## config.mk

```make
export PLATFORM = sky130hd
export DESIGN_NAME = updown_counter_disp
export DESIGN_NICKNAME = d
export VERILOG_FILES = /design/src/rtl/updown_counter_disp.sv
export SDC_FILE = /design/constraint.sdc
export NUM_CORES = 1
export LEC_CHECK = 0
export ABC_AREA = 1
export BUFFER_PORTS_ARGS = -buffer_cell sky130_fd_sc_hd__buf_2
export CAP_MARGIN = 15
export CORE_MARGIN = 1
export CORE_UTILIZATION = 30
export CTS_BUF_LIST = sky130_fd_sc_hd__clkbuf_2 sky130_fd_sc_hd__clkbuf_4 sky130_fd_sc_hd__clkbuf_8
export DETAILED_ROUTE_END_ITERATION = 7
export GPL_ROUTABILITY_DRIVEN = 0
export PLACE_DENSITY = 0.59
export SLEW_MARGIN = 20
export SYNTH_ARGS = -nofsm -noshare
export SYNTH_HDL_FRONTEND = slang
export SYNTH_SLANG_ARGS = --single-unit
```

## constraint.sdc

```tcl
create_clock -name clk -period 1.5 [get_ports clk]
set_input_delay 0.3 -clock clk [delete_from_list [all_inputs] [get_ports clk]]
set_output_delay 0.3 -clock clk [all_outputs]
set_load 0.03 [all_outputs]
```

## src/rtl/updown_counter_disp.sv

```systemverilog
// Up/down counter with programmable modulus, load, wrap/saturate limits,
// driving a multiplexed hex 7-segment display with a direction point.
module updown_counter_disp #(
    parameter int WIDTH    = 8,
    parameter int MAX      = 2**WIDTH-1,
    parameter bit SATURATE = 1'b0,
    parameter int NDIG     = (WIDTH+3)/4,
    parameter int SCAN_DIV = 4
) (
    input  logic             clk,
    input  logic             rst,
    input  logic             en,
    input  logic             ud,
    input  logic             load,
    input  logic [WIDTH-1:0] load_val,
    output logic [WIDTH-1:0] count,
    output logic             tc,
    output logic             dir,
    output logic [6:0]       seg,
    output logic [NDIG-1:0]  an,
    output logic             dp
);

    localparam int PW   = (SCAN_DIV > 1) ? $clog2(SCAN_DIV) : 1;
    localparam int DW   = (NDIG > 1) ? $clog2(NDIG) : 1;
    // Padded so every representable digit index selects a full nibble.
    localparam int PADW = (4*(2**DW) > WIDTH) ? 4*(2**DW) : WIDTH;

    localparam logic [WIDTH-1:0] MAX_V      = WIDTH'(MAX);
    localparam logic [PW-1:0]    PRESC_LAST = PW'(SCAN_DIV-1);
    localparam logic [DW-1:0]    DIG_LAST   = DW'(NDIG-1);

    function automatic logic [6:0] hex_font(input logic [3:0] v);
        case (v)
            4'h0: hex_font = 7'h3F;
            4'h1: hex_font = 7'h06;
            4'h2: hex_font = 7'h5B;
            4'h3: hex_font = 7'h4F;
            4'h4: hex_font = 7'h66;
            4'h5: hex_font = 7'h6D;
            4'h6: hex_font = 7'h7D;
            4'h7: hex_font = 7'h07;
            4'h8: hex_font = 7'h7F;
            4'h9: hex_font = 7'h6F;
            4'hA: hex_font = 7'h77;
            4'hB: hex_font = 7'h7C;
            4'hC: hex_font = 7'h39;
            4'hD: hex_font = 7'h5E;
            4'hE: hex_font = 7'h79;
            default: hex_font = 7'h71;
        endcase
    endfunction

    logic [WIDTH-1:0] cnt_q, cnt_d;
    logic             tc_q, tc_d;
    logic             dir_q, dir_d;
    logic [PW-1:0]    presc_q, presc_d;
    logic [DW-1:0]    dig_q, dig_d;
    logic [NDIG-1:0]  an_q, an_d;
    logic [6:0]       seg_q, seg_d;
    logic             dp_q, dp_d;
    logic [PADW-1:0]  cnt_pad;
    logic [3:0]       nib;

    always_comb begin
        cnt_d = cnt_q;
        tc_d  = 1'b0;
        dir_d = dir_q;
        if (load) begin
            cnt_d = (load_val > MAX_V) ? MAX_V : load_val;
        end else if (en) begin
            dir_d = ud;
            if (ud) begin
                if (cnt_q == MAX_V) begin
                    tc_d  = 1'b1;
                    cnt_d = SATURATE ? MAX_V : '0;
                end else begin
                    cnt_d = cnt_q + 1'b1;
                end
            end else begin
                if (cnt_q == '0) begin
                    tc_d  = 1'b1;
                    cnt_d = SATURATE ? '0 : MAX_V;
                end else begin
                    cnt_d = cnt_q - 1'b1;
                end
            end
        end
    end

    always_comb begin
        presc_d = presc_q + 1'b1;
        dig_d   = dig_q;
        if (presc_q == PRESC_LAST) begin
            presc_d = '0;
            dig_d   = (dig_q == DIG_LAST) ? '0 : dig_q + 1'b1;
        end
    end

    // Display outputs follow the current index/count with one cycle of latency.
    always_comb begin
        cnt_pad = PADW'(cnt_q);
        nib     = cnt_pad[int'(dig_q)*4 +: 4];
        an_d    = NDIG'(1) << dig_q;
        seg_d   = hex_font(nib);
        dp_d    = (dig_q == '0) && dir_q;
    end

    always_ff @(posedge clk or negedge rst) begin
        if (!rst) begin
            cnt_q   <= '0;
            tc_q    <= 1'b0;
            dir_q   <= 1'b1;
            presc_q <= '0;
            dig_q   <= '0;
            an_q    <= NDIG'(1);
            seg_q   <= 7'h3F;
            dp_q    <= 1'b1;
        end else begin
            cnt_q   <= cnt_d;
            tc_q    <= tc_d;
            dir_q   <= dir_d;
            presc_q <= presc_d;
            dig_q   <= dig_d;
            an_q    <= an_d;
            seg_q   <= seg_d;
            dp_q    <= dp_d;
        end
    end

    assign count = cnt_q;
    assign tc    = tc_q;
    assign dir   = dir_q;
    assign seg   = seg_q;
    assign an    = an_q;
    assign dp    = dp_q;

endmodule

```

**Word level (Yosys, flattened, before mapping)**

Memories as Yosys holds them, arrays and structs flattened. A register that Yosys moved wholly into a read port is not among the register bits.
Cells that the tools add are included.

- Eq/ne operators: 2
- Order comparisons: 1
- Bitwise gates (word level): 2
- Multiplexer cells: 13
- Add/subtract/negate cells: 4
- Reductions and logical operators: 5
- Shift operators: 2

Operators with widths:

| cell | count |
|---|---|
| 8-bit 2-to-1 mux | 6 |
| 8-bit by 1-bit adder with 8-bit output (second input constant) | 1 |
| 8-bit equality test (second input constant) | 1 |
| 8-bit > comparator (second input constant) | 1 |
| 8-bit logical NOT | 1 |
| 8-bit by 4-bit variable part select with 4-bit output | 1 |
| 8-bit by 1-bit subtractor with 8-bit output (second input constant) | 1 |
| 1-bit 2-to-1 mux | 6 |
| 2-bit by 1-bit adder with 2-bit output (second input constant) | 1 |
| 2-bit equality test (second input constant) | 1 |
| 2-bit 2-to-1 mux | 1 |
| 1-bit inverter | 2 |
| 2-bit AND reduction | 1 |
| 2-bit nonzero test | 1 |
| 1-bit by 1-bit left shift with 2-bit output (first input constant) | 1 |
| 1-bit adder (second input constant) | 1 |
| 1-bit logical AND | 1 |
| 1-bit logical NOT | 1 |

- Memories: 1
- Output and inout bits: 20
- Word-level logic and storage cells: 37
- Register bits: 16
- ROM bits: 112
- Bits of input ports: 13

Memories:

| name | depth | width | read ports | clocked after memory_dff | wr ports | RTL line | RTL |
|---|---|---|---|---|---|---|---|
| (name not given) | 16 | 7 | 1 | 1 | 0 | 34 | `case (v)` |

**Depth between registers and ports, before layout**

Gate-level depths: netlist of run 1.

- Word-level depth: 5
- Gate-level depth with buffers: 10
- Mapped depth without buffers: 10

**Worst setup path after synthesis of run 1**

OpenSTA, ideal clock, no wires.

- Path type: flip-flop to flip-flop
- Start point: register cnt_q[4] (netlist: count[4])
- End point: register seg_q[6] (netlist: seg[6])
- Library setup time: 0.136 ns
- Buffers on the path: 0
- Stages on the path, launching flop included: 9
- Data required time: 1.364 ns
- Data arrival time: 1.584 ns
- Path slack: -0.219 ns
- Period minus slack after synthesis: 1.719 ns
- Cells stage by stage: dfrtp_1 inv_1 nand2_1 o21ai_1 inv_1 ha_1 inv_1 o21ai_0 o22ai_1

- Longest elaborated chain between the ends: 1

RTL lines:

| item | RTL line | RTL |
|---|---|---|
| from (decl) | 54 | `logic [WIDTH-1:0] cnt_q, cnt_d;` |
| from (signal assigned) | 120 | `cnt_q <= cnt_d;` |
| 8-bit by 4-bit variable part select with 4-bit output | 103 | `nib = cnt_pad[int'(dig_q)*4 +: 4];` |
| to (decl) | 60 | `logic [6:0] seg_q, seg_d;` |

Every way passes these cells.
A chain may end at the register's enable or synchronous reset.

**Worst setup path after layout of run 1**

- Start point: register cnt_q[1] (netlist: count[1])
- End point: register cnt_q[4] (netlist: count[4])

- Longest elaborated chain between the ends: 5
- Elaborated cells between the ends (all ways): 9
- Classes of those cells: add/sub (2); eq/ne (1); mux (5); reduce/logical (1)

RTL lines:

| item | RTL line | RTL |
|---|---|---|
| 8-bit by 1-bit subtractor with 8-bit output, or another cell as far along | 85 | `cnt_d = cnt_q - 1'b1;` |
| 8-bit 2-to-1 mux (on tied branches) | 81, 74 |  |
| 8-bit 2-to-1 mux * | 73 | `if (ud) begin` |
| 8-bit 2-to-1 mux * | 71 | `end else if (en) begin` |
| 8-bit 2-to-1 mux * | 69 | `if (load) begin` |

Every way passes the cells marked *; elsewhere a longest branch is shown, timed or not. The select of a mux whose other input is x is not followed.

==> results.sh, run 1 <==
export IMPL_outcome="complete, but fails checks"
export IMPL_violations="hold timing"
export IMPL_final_cell_mix="44 x nand2_1, 32 x buf_2, 18 x inv_1, 18 x nor2_1, 12 x nand3_1"
export IMPL_yosysTopAreaCellShare_pct=22.1
export IMPL_cts_buffer_depth=2
export IMPL_drc_errors=0
export IMPL_drive_above_1_share_pct=39.5
export IMPL_worst_path_max_fanout=5
export IMPL_drt_iter0_markers=110
export IMPL_slew_headroom_pct=66.4
export IMPL_rsz0062_at_grt="true"
export IMPL_grt_pass1_wl_um=5820
export IMPL_num_fill_cells=547
export IMPL_cts_root_buf="clkbuf_8"
export IMPL_utilization_pct=38.6
export IMPL_dp_cells=303
export IMPL_top_layer="met4"
export IMPL_seq_area_um2=593
export IMPL_antenna_left=0
export IMPL_powerDensity_nw_per_um2=1000
export IMPL_grt_pass1_vias=1222
export IMPL_tightest_slew_ns=0.505
export IMPL_cts_hold_buf=0
export IMPL_area_growth_syn_to_layout_pct=24.5
export IMPL_routed_via_density=4.53
export IMPL_ctsHtreeMaxLevel=1
export IMPL_synth_area_top_cells="dfrtp_1 22%, dfstp_2 15%, nand2_1 11%"
export IMPL_tns_ns=0
export IMPL_globalRouteOverflowTotal=0
export IMPL_track_usage_pct=13.7
export IMPL_fin_hold_ws_ns=-0.0107
export IMPL_die_h_um=74.7
export IMPL_wl_met2_um=1700
export IMPL_die_w_um=74.7
export IMPL_rows=26
export IMPL_synth_seq_cells=23
export IMPL_period_needed_ns=1.44
export IMPL_peakVddDrop_v=0.000373
export IMPL_cts_tree="done"
export IMPL_finalNetCount=263
export IMPL_synth_top_cell_by_area="dfrtp_1"
export IMPL_drt_pass1_iterations=4
export IMPL_cap_violations=0
export IMPL_clkLatencyLatePin_ns=0.27
export IMPL_worst_endpoint_arrival_ns=1.60
export IMPL_yosysUniqueCellTypes=33
export IMPL_io_buffers=32
export IMPL_clk_pin_slew_worst_paths_ns=0.09
export IMPL_hp_class="in2async"
export IMPL_grt_max_degree=24
export IMPL_fin_cells=308
export IMPL_path_class="reg2reg"
export IMPL_ys_warn_count=0
export IMPL_placed_cell_area_um2=1890
export IMPL_fin_area_um2=1970
export IMPL_synth_edf_count=0
export IMPL_skew_ns=0.00189
export IMPL_yosysSeqAreaShare_pct=37.0
export IMPL_ios=33
export IMPL_diodes=0
export IMPL_avgSynthCellArea_um2=8.12
export IMPL_met1_length_um=1760
export IMPL_synth_nets=219
export IMPL_clock_sinks=23
export IMPL_multiInputGateArea_um2=876
export IMPL_wl_per_cell_um=11.7
export IMPL_finalCritPeriodShare_pct=96.2
export IMPL_wl_um=3610
export IMPL_syn_area_um2=1580
export IMPL_leakage_uw=0.000969
export IMPL_vias=1396
export IMPL_antenna_found_initial=0
export IMPL_final_common_cell="nand2_1"
export IMPL_finalMaxSlewViolations=0
export IMPL_endpoint_kind="flop"
export IMPL_setup_viol=0
export IMPL_syn_inst=195
export IMPL_start_kind="flop"
export IMPL_cp_required_ns=1.65
export IMPL_dr_wl_met3_um=120
export IMPL_cts_buffers=3
export IMPL_die_area_um2=5570
export IMPL_synth_ff_type="dfrtp_1"
export IMPL_start_util_pct=31.0
export IMPL_max_clock_freq_mhz=693
export IMPL_async_flop_share_pct=100
export IMPL_dp_hpwl_um=2760
export IMPL_fp_coreArea_um2=5110
export IMPL_hold_viol_final=14
## kinds of logic after synthesis
logic type | Yosys count | synth area share, %
AO/OA/AOI/OAI | 33 | 14.5
XOR/XNOR | 6 | 3.32
adder cells (fa/ha/maj) | 11 | 8.69
buffers and inverters | 32 | 9.87
flip-flops | 23 | 37.0
AND/OR/NAND/NOR | 90 | 26.5
## per-stage QoR
stage          total power, uW  worst slack, ns
2_1_floorplan             1330          -0.0131
3_3_place_gp              1550          -0.0104
3_5_place_dp              1550          0.00914
4_1_cts                   1960           0.0411
5_1_grt                   2100          -0.0463
6_report                  1970           0.0575
## power by group
group	internal [uW]	leakage (uW)	switching, uW
Clock	186	0.0000255	220
Combinational	273	0.000680	515
Sequential	727	0.000263	50.9
Total	1190	0.000969	786
## registers in the layout (all words and copies together), names as in the netlist
register,count
seg,7
an,2
tc,1
presc_q,2
count,8
dir,1
dig_q,1
dp,1
## Yosys cell counts (2+ instances only)
library cell,instances
o21ai_1,4
nand4_1,3
inv_2,5
ha_1,11
xor2_1,5
a21oi_1,4
inv_1,21
nand2_1,45
o22ai_1,2
a22oi_1,5
nand3_1,12
dfstp_2,9
nand3_2,3
o21ai_2,2
nand2_2,2
o21ai_4,2
nor2_1,19
buf_6,4
o21ai_0,8
nor2_2,3
dfrtp_1,14
## worst paths after layout
| check | slack, ns | endpoint | start | depth (start not counted) |
|---|---|---|---|---|
| worst max-delay path | 0.06 | count[4] | count[1] | 9 |
| max in group asynchronous | 1.15 | dig_q | rst | 1 |
| worst max register to register | 0.06 | count[4] | count[1] | 9 |
| min in group clk | 0.27 | count[6] | load_val[6] | 3 |
| worst min-delay path | -0.01 | tc | rst | 1 |
| worst min register to register | 0.44 | presc_q[0] | presc_q[0] | 1 |
## metal layers
metal / vias up / global-route usage (%)
met3: 2 / 1.34
met1: 645 / 20.0
met5: - / 0
met2: 35 / 21.6
met4: 0 / 3.77
li1: 714 / -
## final cells by class
type                       instances  area share, %
inverter                          27           5.39
sequential                        23           30.1
clock inverter                     1          0.254
clock buffer                       3           2.09
timing repair buffer              44           13.3
tap                               70           4.44
multi-input combinational        140           44.4
## critical path, stage by stage, from the launching register on
cell	delay, ns
dfrtp_2	0.47
inv_1	0.09
ha_1	0.20
inv_1	0.06
nor2_2	0.15
nor2_1	0.06
nor2_1	0.08
nand3_1	0.08
nand2_1	0.06
nand3_1	0.07
## what timing repair did
action,4_1_cts,5_1_grt
resized for setup,2,7
setup buffers,0,1
endpoints found under the setup margin,3,12
Note: power is estimated with default switching activity, not from simulation.
==> run 2, diff against run 1 <==
PLACE_DENSITY = 0.61   (was 0.59)
==> results.sh, run 2 (synthesis results as in run 1) <==
export IMPL_outcome="complete, but fails checks"
export IMPL_violations="hold timing"
export IMPL_wl_per_cell_um=11.8
export IMPL_reg2reg_slack_ns=0.06
export IMPL_dp_cells=305
export IMPL_leakage_uw=0.000981
export IMPL_cts_tree="done"
export IMPL_ios=33
export IMPL_place_ws_ns=0.0115
export IMPL_path_class="reg2out"
export IMPL_vias=1421
export IMPL_setup_viol=0
export IMPL_drt_pass1_iterations=4
export IMPL_wl_um=3700
export IMPL_worst_path_max_fanout=8
export IMPL_finalMaxSlewViolations=0
export IMPL_max_clock_freq_mhz=683
export IMPL_die_area_um2=5570
export IMPL_clock_sinks=23
export IMPL_cp_required_ns=1.20
export IMPL_peakVddDrop_v=0.000354
export IMPL_p_total_uw=1980
export IMPL_slew_headroom_pct=65.4
export IMPL_num_fill_cells=550
export IMPL_rsz0062_at_grt="true"
export IMPL_seq_area_um2=596
export IMPL_grt_pass1_vias=1378
export IMPL_final_cell_mix="44 x nand2_1, 32 x buf_2, 16 x inv_1, 16 x nor2_1, 16 x buf_4"
export IMPL_period_needed_ns=1.46
export IMPL_powerDensity_nw_per_um2=989
export IMPL_rows=26
export IMPL_globalRouteOverflowTotal=0
export IMPL_skew_ns=0.0105
export IMPL_ctsHtreeMaxLevel=1
export IMPL_grt_pass1_wl_um=6340
export IMPL_grt_max_degree=24
export IMPL_drive_above_1_share_pct=43.4
export IMPL_setup_slack_ns=0.0353
export IMPL_multiInputGateArea_um2=883
export IMPL_drt_iter0_markers=75
export IMPL_io_buffers=32
export IMPL_diodes=0
export IMPL_final_common_cell="nand2_1"
export IMPL_area_growth_syn_to_layout_pct=26.2
export IMPL_finalNetCount=267
export IMPL_die_h_um=74.7
export IMPL_antenna_left=0
export IMPL_cap_violations=0
export IMPL_fin_hold_ws_ns=-0.0122
export IMPL_start_util_pct=31.0
export IMPL_routed_via_density=4.55
export IMPL_antenna_found_initial=0
export IMPL_dp_hpwl_um=2770
export IMPL_reg2reg_from="dig_q"
export IMPL_fp_coreArea_um2=5110
export IMPL_cts_hold_buf=0
export IMPL_worst_endpoint_arrival_ns=1.16
export IMPL_cts_root_buf="clkbuf_8"
export IMPL_die_w_um=74.7
export IMPL_drc_errors=0
export IMPL_track_usage_pct=14.9
export IMPL_clk_pin_slew_worst_paths_ns=0.09
export IMPL_hold_viol_final=11
export IMPL_fin_cells=312
export IMPL_cts_buffer_depth=2
export IMPL_clkLatencyLatePin_ns=0.27
export IMPL_timing_rr_end="seg[1]"
export IMPL_finalCritPeriodShare_pct=97.6
export IMPL_tightest_slew_ns=0.519
export IMPL_endpoint_kind="output port"
export IMPL_largest_reg_flops=8
export IMPL_hp_class="in2async"
export IMPL_start_kind="flop"
export IMPL_rr_worst_depth=7
export IMPL_cts_buffers=3
run 2: how the worst max path moves through the flow:
stage,depth (start not counted),from,to
floorplan,9,count[5],seg[6]
global placement,10,count[0],count[6]
detailed placement,10,count[0],count[6]
CTS,7,dig_q,seg[3]
global route,9,count[0],count[4]
finish,2,count[2],count[2]
run 2: critical path: stages, from the launching register on:
cell and delay (ns):
dfrtp_2 0.52, buf_4 0.18, buf_2 0.19
run 2: metrics by stage:
stage	instance area, um2	hold WS, ns	setup TNS (ns)	util [%]
2_1_floorplan	1590	0.00441	-0.0131	-
3_3_place_gp	1890	0.311	-0.0118	37.0
3_5_place_dp	1890	0.309	0	37.0
4_1_cts	1950	0.00863	0	38.1
5_1_grt	2000	0.0207	-0.0621	39.1
6_report	2000	-0.0122	0	39.1
run 2: metal layers:
layer	vias up	share of wire, %	GRT usage (%)
li1	724	-	-
met1	658	48	19.8
met2	32	48	25.0
met3	7	2.2	1.61
met4	0	1.9	5.66
met5	-	0	0
run 2: power by group:
group          switching [uW]  internal, uW  total (uW)
Sequential               60.3           728         788
Combinational             511           277         788
Clock                     216           186         402
Total                     787          1190        1980
run 2: area by class of cell:
cell class	instances	share of cell area, %
Inverter	27	5.32
Multi-Input combinational cell	140	44.2
Tap cell	70	4.38
Timing Repair Buffer	48	14.0
Clock buffer	3	2.07
Sequential cell	23	29.8
Clock inverter	1	0.250
run 2: what timing repair did:
item,in CTS,in global routing
gates resized for setup,3,14
endpoints found under the setup margin,5,12
pin swaps,0,1
buffers inserted,1,2
==> run 3, diff against run 2 <==
RECOVER_POWER = 100   (was unset)
==> results.sh, run 3 (synthesis results as in run 1) <==
export IMPL_routed_via_density=4.56
export IMPL_antenna_left=0
export IMPL_tns_ns=0
export IMPL_clkLatencyLatePin_ns=0.27
export IMPL_vias=1422
export IMPL_fin_area_um2=1990
export IMPL_cap_violations=0
export IMPL_setup_viol=0
export IMPL_rsz0062_at_grt="true"
export IMPL_endpoint_kind="output port"
export IMPL_cts_buffers=3
export IMPL_die_w_um=74.7
export IMPL_area_growth_syn_to_layout_pct=25.5
export IMPL_drt_pass1_iterations=4
export IMPL_cts_tree="done"
export IMPL_cts_buffer_depth=2
export IMPL_crit_end="count[2]"
export IMPL_die_h_um=74.7
export IMPL_peakVddDrop_v=0.000348
export IMPL_outcome="completed"
export IMPL_timing_rr_end="seg[1]"
export IMPL_diodes=0
export IMPL_cts_root_buf="clkbuf_8"
export IMPL_drive_above_1_share_pct=39.7
export IMPL_io_buffers=32
export IMPL_clkPwrFrac_pct=20.3
export IMPL_antenna_found_initial=0
export IMPL_path_class="reg2out"
export IMPL_clock_sinks=23
export IMPL_crit_chain="buf_4, buf_2"
export IMPL_rr_worst_depth=7
export IMPL_seq_area_um2=596
export IMPL_swShare_pct=40.0
export IMPL_finalCritPeriodShare_pct=97.4
export IMPL_dp_hpwl_um=2770
export IMPL_clk_pin_slew_worst_paths_ns=0.09
export IMPL_ctsHtreeMaxLevel=1
export IMPL_cp_required_ns=1.20
export IMPL_hold_viol_final=0
export IMPL_ios=33
export IMPL_final_common_cell="nand2_1"
export IMPL_num_fill_cells=554
export IMPL_placed_cell_area_um2=1890
export IMPL_p_sw_uw=788
export IMPL_intPower_uw=1180
export IMPL_grt_max_degree=24
export IMPL_reg2reg_from="dig_q"
export IMPL_worst_path_max_fanout=8
export IMPL_max_clock_freq_mhz=684
export IMPL_grt_pass1_vias=1378
export IMPL_finalMaxSlewViolations=0
export IMPL_drt_iter0_markers=75
export IMPL_start_util_pct=31.0
export IMPL_drc_errors=0
export IMPL_finalNetCount=267
export IMPL_reg2reg_slack_ns=0.06
export IMPL_fp_coreArea_um2=5110
export IMPL_leakage_uw=0.000958
export IMPL_tightest_slew_ns=1.24
export IMPL_multiInputGateArea_um2=883
export IMPL_hp_class="in2reg"
export IMPL_worst_endpoint_arrival_ns=1.16
export IMPL_critPathMaxStageDelay_ns=0.52
export IMPL_utilization_pct=38.9
export IMPL_start_kind="flop"
export IMPL_die_area_um2=5570
export IMPL_period_needed_ns=1.46
export IMPL_largest_reg_flops=8
export IMPL_wl_um=3710
export IMPL_rows=26
export IMPL_grt_pass1_wl_um=6340
export IMPL_startpoint="count[2]"
export IMPL_track_usage_pct=14.9
export IMPL_globalRouteOverflowTotal=0
export IMPL_slew_headroom_pct=17.1
export IMPL_critPathSlowestCell="dfrtp_2"
export IMPL_pwr_share_seq_pct=40.1
export IMPL_powerDensity_nw_per_um2=991
export IMPL_fin_hold_ws_ns=0.244
export IMPL_skew_ns=0.00954
export IMPL_wl_per_cell_um=11.9
export IMPL_final_cell_mix="44 x nand2_1, 16 x inv_1, 16 x nor2_1"
export IMPL_combPwrFrac_pct=39.6
run 3: cell count changes in the layout (fill, tap and decap cells not counted), sizes merged:
cell,delta
clkbuf,+18
buf,-18
run 3: area by class of cell:
cell class,instances,share of cell area [%]
multi-input cells,140,44.4
clock inverters,1,0.252
flip-flops and latches,23,30.0
repair buffers,48,13.5
inverters,27,5.35
clock buffers,3,2.08
well taps,70,4.41
run 3: layer usage:
layer | track usage (%) | up-vias | routed length, um
met5 | 0 | - | 0
met2 | 25.0 | 32 | 1770
met1 | 19.8 | 659 | 1780
met3 | 1.61 | 7 | 83
li1 | - | 724 | -
met4 | 5.66 | 0 | 72
run 3: worst min path at each step:
stage,startpoint,to,slack [ns],depth (start not counted)
after detailed placement,rst,seg[6],0.31,1
after CTS,rst,dig_q,0.009,1
final,load_val[1],count[1],0.24,3
after global placement,rst,seg[6],0.31,1
after global routing,load_val[1],count[1],0.26,3
after floorplan,rst,an[1],0.004,0
run 3: worst max-delay path: cells and delay by family, from the launching register on:
family	cells	cell delay, ns
DFF	1	0.52
buffers and inverters	2	0.37
run 3: what timing repair did:
action	CTS	global route
hold buffers	0	0
gates cloned	0	0
pin swaps	0	1
setup endpoints to repair	5	12
buffers inserted	1	2
gates resized for setup	3	14
run 3: power groups by stage:
| stage | registers, uW | logic (uW) | clock network, uW |
|---|---|---|---|
| 3_3_place_gp | 799 | 741 | 0 |
| 6_report | 791 | 779 | 400 |
| 5_1_grt | 807 | 873 | 440 |
| 2_1_floorplan | 955 | 376 | 0 |
| 3_5_place_dp | 799 | 740 | 0 |
| 4_1_cts | 785 | 756 | 418 |
run 3: metrics by stage:
| stage | power (uW) | setup slack, ns | instances |
|---|---|---|---|
| finish | 1970 | 0.0386 | 312 |
| global route | 2120 | -0.0230 | 312 |
| CTS | 1960 | 0.0129 | 310 |
| detailed placement | 1540 | 0.0115 | 305 |
| global placement | 1540 | -0.0118 | 305 |
| floorplan | 1330 | -0.0131 | 195 |
